**src/rtl/fetch_unit.sv**
```systemverilog
// Instruction-fetch stage: owns the PC, fetches over a req/ack handshake and
// presents the fetched word to the controller as IR_out. Handles downstream
// stall and taken-branch redirect, discarding any fetch that is in flight.
module fetch_unit #(
  parameter logic [31:0] RESET_PC = 32'h0000_0000,
  parameter logic [31:0] NOP_IR   = 32'hF000_0000
) (
  input  logic        CLOCK_50,
  input  logic        RESET,
  output logic        imem_req,
  output logic [31:0] imem_addr,
  input  logic        imem_ack,
  input  logic [31:0] imem_rdata,
  input  logic        stall,
  input  logic        branch_taken,
  input  logic [31:0] branch_target,
  output logic [31:0] IR_out,
  output logic        IR_valid,
  output logic [31:0] PC_out,
  output logic [31:0] PC_plus8
);

  typedef enum logic [1:0] {
    S_IDLE    = 2'd0,
    S_FETCH   = 2'd1,
    S_DISCARD = 2'd2
  } state_t;

  state_t      state_q, state_d;
  logic [31:0] pc_q, pc_d;           // next PC / pending redirect target
  logic [31:0] addr_q, addr_d;       // address currently presented to memory
  logic [31:0] ir_q, ir_d;           // last fetched word (masked when invalid)
  logic        ir_valid_q, ir_valid_d;
  logic [31:0] pc_out_q, pc_out_d;

  logic [31:0] target_aligned;
  logic [31:0] addr_plus4;
  logic        consumed;

  assign target_aligned = branch_target & ~32'h0000_0003;
  assign addr_plus4     = addr_q + 32'd4;
  assign consumed       = ir_valid_q && !stall;

  // Request is only withheld in FETCH when a valid IR is stuck behind a stall.
  always_comb begin
    imem_req = 1'b0;
    case (state_q)
      S_IDLE:    imem_req = 1'b0;
      S_FETCH:   imem_req = !(ir_valid_q && stall);
      S_DISCARD: imem_req = 1'b1;
      default:   imem_req = 1'b0;
    endcase
  end

  // Next-state logic; a taken branch takes priority over stall and ack.
  always_comb begin
    state_d    = state_q;
    pc_d       = pc_q;
    addr_d     = addr_q;
    ir_d       = ir_q;
    ir_valid_d = ir_valid_q;
    pc_out_d   = pc_out_q;

    case (state_q)
      S_IDLE: begin
        state_d = S_FETCH;
        if (branch_taken) begin
          ir_valid_d = 1'b0;
          pc_d       = target_aligned;
          addr_d     = target_aligned;
        end
      end

      S_FETCH: begin
        if (branch_taken) begin
          ir_valid_d = 1'b0;
          pc_d       = target_aligned;
          if (imem_req && !imem_ack) begin
            // Memory is still working on the old address; keep it stable.
            state_d = S_DISCARD;
          end else begin
            addr_d = target_aligned;
          end
        end else if (imem_req && imem_ack) begin
          ir_d       = imem_rdata;
          ir_valid_d = 1'b1;
          pc_out_d   = addr_q;
          pc_d       = addr_plus4;
          addr_d     = addr_plus4;
        end else if (imem_req) begin
          if (consumed) begin
            ir_valid_d = 1'b0;
          end
        end
      end

      S_DISCARD: begin
        ir_valid_d = 1'b0;
        if (branch_taken) begin
          pc_d = target_aligned;
        end
        if (imem_ack) begin
          // Returned word belongs to the abandoned path and is dropped.
          state_d = S_FETCH;
          addr_d  = branch_taken ? target_aligned : pc_q;
        end
      end

      default: state_d = S_IDLE;
    endcase
  end

  // State and datapath registers with asynchronous reset.
  always_ff @(posedge CLOCK_50 or posedge RESET) begin
    if (RESET) begin
      state_q    <= S_IDLE;
      pc_q       <= RESET_PC;
      addr_q     <= RESET_PC;
      ir_q       <= NOP_IR;
      ir_valid_q <= 1'b0;
      pc_out_q   <= 32'd0;
    end else begin
      state_q    <= state_d;
      pc_q       <= pc_d;
      addr_q     <= addr_d;
      ir_q       <= ir_d;
      ir_valid_q <= ir_valid_d;
      pc_out_q   <= pc_out_d;
    end
  end

  assign imem_addr = addr_q;
  assign IR_valid  = ir_valid_q;
  assign IR_out    = ir_valid_q ? ir_q : NOP_IR;
  assign PC_out    = pc_out_q;
  assign PC_plus8  = pc_out_q + 32'd8;

endmodule
```
**config.mk**
```make
export PLATFORM = sky130hd
export DESIGN_NAME = fetch_unit
export DESIGN_NICKNAME = d
export VERILOG_FILES = /design/src/rtl/fetch_unit.sv
export SDC_FILE = /design/constraint.sdc
export NUM_CORES = 1
export LEC_CHECK = 0
export CORE_MARGIN = 5
export CORE_UTILIZATION = 53
export DETAILED_ROUTE_END_ITERATION = 6
export PLACE_DENSITY_LB_ADDON = 0.3
export SYNTH_ARGS = -nofsm -noshare
export SYNTH_HDL_FRONTEND = slang
export SYNTH_SLANG_ARGS = --single-unit
```
**constraint.sdc**
```tcl
create_clock -name CLOCK_50 -period 8.1 [get_ports CLOCK_50]
set_input_delay 1.215 -clock CLOCK_50 [delete_from_list [all_inputs] [get_ports CLOCK_50]]
set_output_delay 1.215 -clock CLOCK_50 [all_outputs]
set_load 0.02 [all_outputs]
```
==> results by group, run 1 <==
Logic synthesis
  – Register area share after synthesis: 43.1%
  – Post-synth ARST share: 100%
  – Post-synth EDFFs: 0
  – Distinct cell type count after synthesis: 69
  – Avg Cell Area, Syn: 9.47 sq um
  – Gate Count Post-Synth: 804
  – Synthesized net count: 880
  – Synth Register Bits: 131
  – Top_reg_cell synth: dfrtp_1
  – Syn Std Cell Area: 7620 sq um
  – Cell taking the most area after synthesis: dfrtp_1
  – Area contributors post-synth: dfrtp_1, mux2_2, o21ai_0
  – Yosys top cell area share: 41.7%
  – Ys Warns: 0

Cells and area
  – Synth-to-Final Area Change: 35.7%
  – Filler cells: 994
  – Most frequent cells in the layout: clkdlybuf4s50_1, dfrtp_1, mux2_2, o21ai_0, nor2_1
  – Commonest non-fill, non-tap cell in the layout: clkdlybuf4s50_1
  – Final instance area: 10,300 sq um
  – Ant. Diodes: 0
  – Layout cells sized above 1: 12.8%
  – Net count, final: 1,047

Power and ir drop
  – Switch Pwr: 1950 uW
  – Leakage: 0.00413 uW
  – Peak supply drop: 0.000242 V
  – Combinational group share of total power: 51.7%
  – Internal: 2630 uW
  – Final total power: 4580 uW
  – PwrDens: 443 nW/um^2
  – Switching part of the total power: 42.5%
  – Sequential share of power: 29.3%
  – Clk pwr share: 19.0%

Global route
  – Global-route usage over all layers: 27.4%
  – Largest net degree at the start of global routing: 72
  – First-pass GRT wire length: 36.5 mm
  – Antenna violations before repair: 0
  – Vias in the first global route: 7,072
  – GRT overflow: 0

Detailed routing
  – Initial DRT Pass Iterations: 5
  – DRC viols: 0
  – Drt first-iter violations: 779
  – Via count: 7,266
  – DRT Wirelength: 23.0 mm
  – WL/cell: 19.8 um
  – Highest Signal Layer: met4
  – WL met3: 3.35 mm
  – Met1 wire length: 8.72 mm
  – Average vias per placed instance: 6.24
  – Metal2 WL: 10.4 mm
  – Post-route ant nets: 0

Worst setup path
  – Crit path arrival time: 4.83 ns
  – CP endpoint kind: flop
  – Crit Path Class: in2reg
  – CP Launch Type: input pin
  – Crit path max fanout: 48
  – CP required: 8.43 ns

Timing
  – Tmin final: 4.49 ns
  – RSZ-0062 raised after global routing: false
  – Final setup vio count: 0
  – Worst hold margin: 0.492 ns
  – Post-Route Setup TNS: 0 ns
  – Least-Margin Pin Slew: 1.13 ns
  – Slew Limit Fails: 0
  – Slew headroom: 23.9%
  – Final hold violation count: 0
  – PnR worst setup slack: 3.61 ns
  – Clock skew: 0.00864 ns
  – Max Fclk: 223 MHz
  – Fin crit share: 55.4%

Placed design
  – DP HPWL: 15.7 mm
  – GP Congestion: 0.900
  – Pre-CTS setup slack: 3.27 ns
  – Port bufs: 196
  – Post-DP Area: 9670 sq um

Clock network
  – Post-CTS Setup Inserts: 0
  – Htree depth: 4
  – Cts hold-fix bufs: 0
  – CTS tree: yes
  – Clock slew at reported path FFs: 0.06 ns
  – Worst-case clock buffer depth: 2
  – Root buffer cell: clkbuf_16
  – Post-cts sizing count: 0
  – Num CTS Buffers: 17
  – # clock sinks: 131
  – Clk_lat worst skew: 0.42 ns

Status
  – Status: complete, no violations

Floorplan
  – Die Span Y: 130 um
  – DIE AREA: 16,900 sq um
  – Starting Density: 54.4%
  – Top-level port count: 199
  – Core footprint: 14,000 sq um
  – Row count: 43
  – Width of the die: 130 um

Run
  – Total of max-cap violations: 0

Min path
  – Hold Path Class: reg2reg
## cell type report
type / count / area [sq um] / area share [%]
Clock buffer: 18 / 429 / 4.15
Sequential cell: 131 / 3280 / 31.8
Multi-Input combinational cell: 590 / 4020 / 38.9
Inverter: 23 / 88.8 / 0.860
Timing Repair Buffer: 208 / 2050 / 19.9
Tap cell: 180 / 225 / 2.18
Clock inverter: 14 / 235 / 2.28
## sequential cells by signal, summed over array words and instances, names as in the netlist
name / flops
pc_q: 32
PC_out: 32
ir_q: 32
IR_valid: 1
state_q: 2
imem_addr: 32
## through the flow
step | instances | util [%]
3_3_place_gp | 1132 | 69.1
5_1_grt | 1164 | 73.9
3_5_place_dp | 1132 | 69.1
2_1_floorplan | 804 | -
6_report | 1164 | 73.9
4_1_cts | 1164 | 73.9
## routing by layer
layer,GRT usage (%),up-vias
met5,0,-
met4,11.2,0
met3,10.7,61
met2,42.4,497
met1,34.7,3427
li1,-,3281
## power groups by stage
stage / clock network [uW] / logic (uW) / registers, uW
after floorplan: 0 / 1340 / 1390
after global placement: 0 / 2290 / 1320
after detailed placement: 0 / 2330 / 1340
after CTS: 877 / 2350 / 1330
after global routing: 910 / 2550 / 1390
final: 870 / 2360 / 1340
## cells in the mapped netlist, types with 19 or more instances
cell / n
mux2_2: 61
nand3_1: 31
o21ai_0: 61
clkbuf_1: 46
nand2_1: 49
inv_1: 22
xnor2_1: 34
nor2_1: 58
o22ai_1: 19
a21oi_1: 36
dfrtp_1: 127
and2_1: 30
## cell families after synthesis
| kind of cell | after synthesis | share of synthesized area (%) |
|---|---|---|
| xor gates and xnor gates | 47 | 5.41 |
| adders and majority gates | 7 | 1.15 |
| and+or+nand+nor | 253 | 17.3 |
| buffers and inverters | 83 | 4.37 |
| muxes | 67 | 9.81 |
| AOI/OAI and AO/OA | 216 | 18.9 |
| DFF | 131 | 43.1 |
## critical path: stages
cell	delay, ns
clkdlybuf4s50_1	0.46
buf_4	0.44
nand2b_1	0.80
a211oi_1	0.16
or3_1	0.74
buf_4	0.35
or3_1	0.45
o221ai_1	0.19
## worst paths after layout
kind | from | depth (start not counted) | end | slack, ns
min reg2reg | ir_q[0] | 1 | ir_q[0] | 0.49
min | ir_q[0] | 1 | ir_q[0] | 0.49
max reg2reg | state_q[1] | 9 | imem_addr[26] | 4.39
max | branch_taken | 8 | imem_addr[26] | 3.61
max in group asynchronous | RESET | 3 | imem_addr[20] | 5.41
min in group asynchronous | RESET | 2 | ir_q[20] | 1.31
Power figures use the tool's default switching activity.
==> run 2, diff against run 1 <==
Settings changed: CORE_UTILIZATION 53 to 50.
Clock period 8.1 ns to 4.3 ns, I/O delays scaled along.
==> results by group, run 2 (same netlist as run 1, synthesis figures left out) <==
Floorplan
  – Width of the die: 133 um
  – DIE AREA: 17,800 sq um
  – Starting Density: 50.5%
  – Core footprint: 15,100 sq um
  – Top-level port count: 199
  – Die Span Y: 133 um
  – Row count: 45

Placed design
  – Post-Place Cells: 1,156
  – DP HPWL: 17.2 mm
  – Post-DP Area: 9810 sq um
  – Pre-CTS setup slack: 0.936 ns
  – GP Congestion: 0.907
  – Port bufs: 196

Global route
  – First-pass GRT wire length: 38.1 mm
  – Vias in the first global route: 7,087
  – Antenna violations before repair: 0
  – Largest net degree at the start of global routing: 72
  – Global-route usage over all layers: 26.7%
  – GRT overflow: 0

Detailed routing
  – DRT Wirelength: 24.0 mm
  – DRC viols: 0
  – Initial DRT Pass Iterations: 5
  – Post-route ant nets: 0
  – Average vias per placed instance: 6.11
  – Via count: 7,258
  – Drt first-iter violations: 826
  – WL/cell: 20.2 um

Cells and area
  – Most frequent cells in the layout: clkdlybuf4s50_1, dfrtp_1, mux2_2, o21ai_0, nor2_1
  – Synth-to-Final Area Change: 36.4%
  – Ant. Diodes: 0
  – Net count, final: 1,063
  – Final instance area: 10,400 sq um
  – Area of the multi-input gates: 4020 sq um
  – Post-route insts no fill: 1,188
  – Seq. cell area: 3280 sq um
  – Filler cells: 1,199
  – Commonest non-fill, non-tap cell in the layout: clkdlybuf4s50_1
  – Final core occ: 68.8%
  – Layout cells sized above 1: 14.2%

Worst setup path
  – Crit Path Class: reg2out
  – CP Launch Type: flop
  – Crit path arrival time: 3.14 ns
  – CP endpoint kind: output port
  – Crit path max fanout: 7
  – Slowest Stage Delay on Critical Path: 0.63 ns
  – CP required: 3.65 ns
  – Cell Chain, Critical Path: ha_1 > and4_1 > nor3b_1 > buf_4 > nand4_1 > nor3_1 > xor2_1 > clkdlybuf4s50_1
  – Slowest cell on crit path: clkdlybuf4s50_1

Power and ir drop
  – Leakage: 0.00418 uW
  – Peak supply drop: 0.000506 V
  – PwrDens: 821 nW/um^2

Clock network
  – Post-cts sizing count: 0
  – Post-CTS Setup Inserts: 0
  – CTS tree: yes
  – Root buffer cell: clkbuf_16
  – Num CTS Buffers: 17
  – Htree depth: 4
  – Clock slew at reported path FFs: 0.06 ns
  – Clk_lat worst skew: 0.42 ns
  – Worst-case clock buffer depth: 2
  – # clock sinks: 131
  – Cts hold-fix bufs: 0

Timing
  – PnR worst setup slack: 0.516 ns
  – Least-Margin Pin Slew: 1.06 ns
  – Max Fclk: 264 MHz
  – RSZ-0062 raised after global routing: false
  – Final hold violation count: 0
  – Slew Limit Fails: 0
  – Clock skew: 0.00534 ns
  – Post-Route Setup TNS: 0 ns
  – Slew headroom: 28.9%
  – Tmin final: 3.78 ns
  – Final setup vio count: 0
  – Fin crit share: 88.0%

Run
  – Total of max-cap violations: 0

Status
  – Status: complete, no violations

Min path
  – Hold Path Class: reg2reg
## run 2: cell type report
| cell class | instances | area share, % |
|---|---|---|
| well taps | 188 | 2.26 |
| clock inverters | 13 | 1.31 |
| flip-flops and latches | 131 | 31.6 |
| clock buffers | 19 | 4.26 |
| multi-input cells | 590 | 38.7 |
| inverters | 23 | 0.855 |
| repair buffers | 224 | 21.0 |
## run 2: worst paths after layout
check	end	slack (ns)	cells past startpoint	from
min	ir_q[11]	0.49	1	ir_q[11]
max	PC_plus8[31]	0.52	8	PC_out[3]
min in group asynchronous	ir_q[24]	0.72	2	RESET
max reg2reg	imem_addr[0]	1.32	8	state_q[1]
min reg2reg	ir_q[11]	0.49	1	ir_q[11]
max in group asynchronous	imem_addr[18]	2.74	3	RESET
## run 2: layer usage
metal  routed length, um  GRT usage, %  vias to the layer above
met5                   0             0                        -
met4                 688          10.6                        0
met3                2080          5.74                       64
met2               11200          42.9                      415
met1               10000          35.6                     3468
li1                    -             -                     3311
## run 2: worst max-delay path, delay by kind of cell, from the launching register on
family	cells	cell delay [ns]
and+or+nand+nor	4	0.97
buffers and inverters	2	0.84
DFF	1	0.48
adders and majority gates	1	0.24
xor gates and xnor gates	1	0.17
## run 2: metrics by stage
step           total power (uW)  hold WS, ns
3_5_place_dp               7070        0.474
4_1_cts                    8510        0.487
6_report                   8530        0.493
5_1_grt                    9010        0.502
3_3_place_gp               6950        0.468
2_1_floorplan              5130        0.450
## run 2: power by group
| group | switching (uW) | internal [uW] | total, uW |
|---|---|---|---|
| clock | 551 | 865 | 1420 |
| combinational | 2470 | 2110 | 4570 |
| sequential | 696 | 1840 | 2540 |
==> run 3, diff against run 2 <==
Settings changed: CORE_ASPECT_RATIO set to 1.25.
Clock period 4.3 ns to 3.5 ns, I/O delays scaled along.
==> results by group, run 3 (same netlist as run 1, synthesis figures left out) <==
Status
  – Status: complete, no violations

Cells and area
  – Post-route insts no fill: 1,189
  – Final instance area: 10,500 sq um
  – Most frequent cells in the layout: clkdlybuf4s50_1, dfrtp_1, o21ai_0, mux2_2, nor2_1
  – Synth-to-Final Area Change: 37.7%
  – Net count, final: 1,070
  – Layout cells sized above 1: 15.1%
  – Final core occ: 70.1%
  – Filler cells: 1,146
  – Ant. Diodes: 0
  – Commonest non-fill, non-tap cell in the layout: clkdlybuf4s50_1

Global route
  – GRT met3 Usage: 5.09%
  – Met1 usage: 33.6%
  – GRT overflow: 0
  – Antenna violations before repair: 0
  – Vias in the first global route: 6,913
  – First-pass GRT wire length: 37.1 mm
  – Largest net degree at the start of global routing: 132
  – GRT busiest layer: met2
  – Met2 GRT Util: 43.0%
  – Global-route usage over all layers: 26.1%

Floorplan
  – Core footprint: 15,000 sq um
  – Top-level port count: 199
  – Width of the die: 120 um
  – Row count: 50
  – Die Span Y: 148 um
  – Starting Density: 50.9%
  – DIE AREA: 17,800 sq um

Timing
  – Post-Route Setup TNS: 0 ns
  – RSZ-0062 raised after global routing: false
  – Slew Limit Fails: 0
  – Least-Margin Pin Slew: 0.759 ns
  – Slew headroom: 49.4%
  – Tmin final: 3.31 ns
  – Clock skew: 0.00685 ns
  – Final hold violation count: 0
  – Fin crit share: 94.5%
  – Final setup vio count: 0
  – Max Fclk: 302 MHz

Worst setup path
  – Crit path max fanout: 7
  – CP Launch Type: flop
  – Reg2reg end: imem_addr[28]
  – Worst setup path startpoint: PC_out[5]
  – Crit Path Class: reg2out
  – CP endpoint: PC_plus8[28]
  – Crit path arrival time: 2.78 ns
  – CP required: 2.97 ns
  – Worst reg2reg path depth: 6
  – CP endpoint kind: output port
  – R2r setup slk: 0.67 ns
  – Launch point of the worst reg-to-reg path: imem_addr[3]

Clock network
  – Worst-case clock buffer depth: 2
  – Clk_lat worst skew: 0.42 ns
  – Clock slew at reported path FFs: 0.06 ns
  – Num CTS Buffers: 17
  – Post-CTS Setup Inserts: 0
  – # clock sinks: 131
  – Root buffer cell: clkbuf_16
  – CTS tree: yes
  – Htree depth: 4

Min path
  – Hold path depth: 2
  – Hold Path Class: reg2reg

Placed design
  – DP HPWL: 16.6 mm
  – Post-Place Cells: 1,157
  – GP Congestion: 0.932
  – Post-DP Area: 9860 sq um
  – Port bufs: 196

Power and ir drop
  – Final total power: 10,600 uW
  – PwrDens: 1010 nW/um^2
  – Peak supply drop: 0.000619 V
  – Leakage: 0.00425 uW

Detailed routing
  – Post-route ant nets: 0
  – DRC viols: 0
  – Via count: 7,285
  – WL/cell: 19.7 um
  – DRT Wirelength: 23.4 mm
  – Drt first-iter violations: 723
  – Average vias per placed instance: 6.13
  – Initial DRT Pass Iterations: 7

Run
  – Total of max-cap violations: 0
## run 3: worst min path at each step
stage               slack [ns]       end     start
floorplan                 0.45  pc_q[24]  pc_q[24]
global placement          0.47  pc_q[24]  pc_q[24]
detailed placement        0.48  pc_q[24]  pc_q[24]
CTS                       0.49  pc_q[24]  pc_q[24]
global route              0.51   ir_q[3]   ir_q[3]
finish                    0.49  pc_q[16]  pc_q[16]
## run 3: power breakdown
part	internal, uW	leakage (uW)	switching [uW]
clock network	1150	0.000297	700
registers	2260	0.00158	807
logic	2600	0.00237	3050
## run 3: area by class of cell
| class | count | area (sq um) | area share, % |
|---|---|---|---|
| clock buffers | 18 | 439 | 4.19 |
| clock inverters | 14 | 180 | 1.72 |
| inverters | 23 | 90.1 | 0.859 |
| multi-input cells | 590 | 4030 | 38.4 |
| flip-flops and latches | 131 | 3280 | 31.3 |
| well taps | 182 | 228 | 2.17 |
| repair buffers | 231 | 2240 | 21.3 |
## run 3: through the flow
step	setup slack (ns)	hold WS (ns)
finish	0.193	0.494
detailed placement	0.294	0.481
global route	0.0215	0.509
CTS	0.0112	0.493
global placement	0.301	0.469
floorplan	0.651	0.450
## run 3: per-layer routing
metal  share of wire, %  routed length, um
met4                2.9                678
met2                 49              11500
met3                9.3               2170
met1                 39               9120
met5                  0                  0
## run 3: what timing repair did
| item | 4_1_cts | 5_1_grt |
|---|---|---|
| pin swaps | 0 | 0 |
| endpoints found under the setup margin | 1 | 3 |
| gates resized for setup | 4 | 2 |
| gates cloned | 0 | 0 |
| hold buffers | 0 | 0 |
## run 3: critical path: stages (launching register included)
cell             delay, ns
dfrtp_1               0.45
nand3_1               0.20
nor4_2                0.26
buf_4                 0.20
nand4_1               0.20
nor3_1                0.26
xor2_1                0.16
clkdlybuf4s50_1       0.62
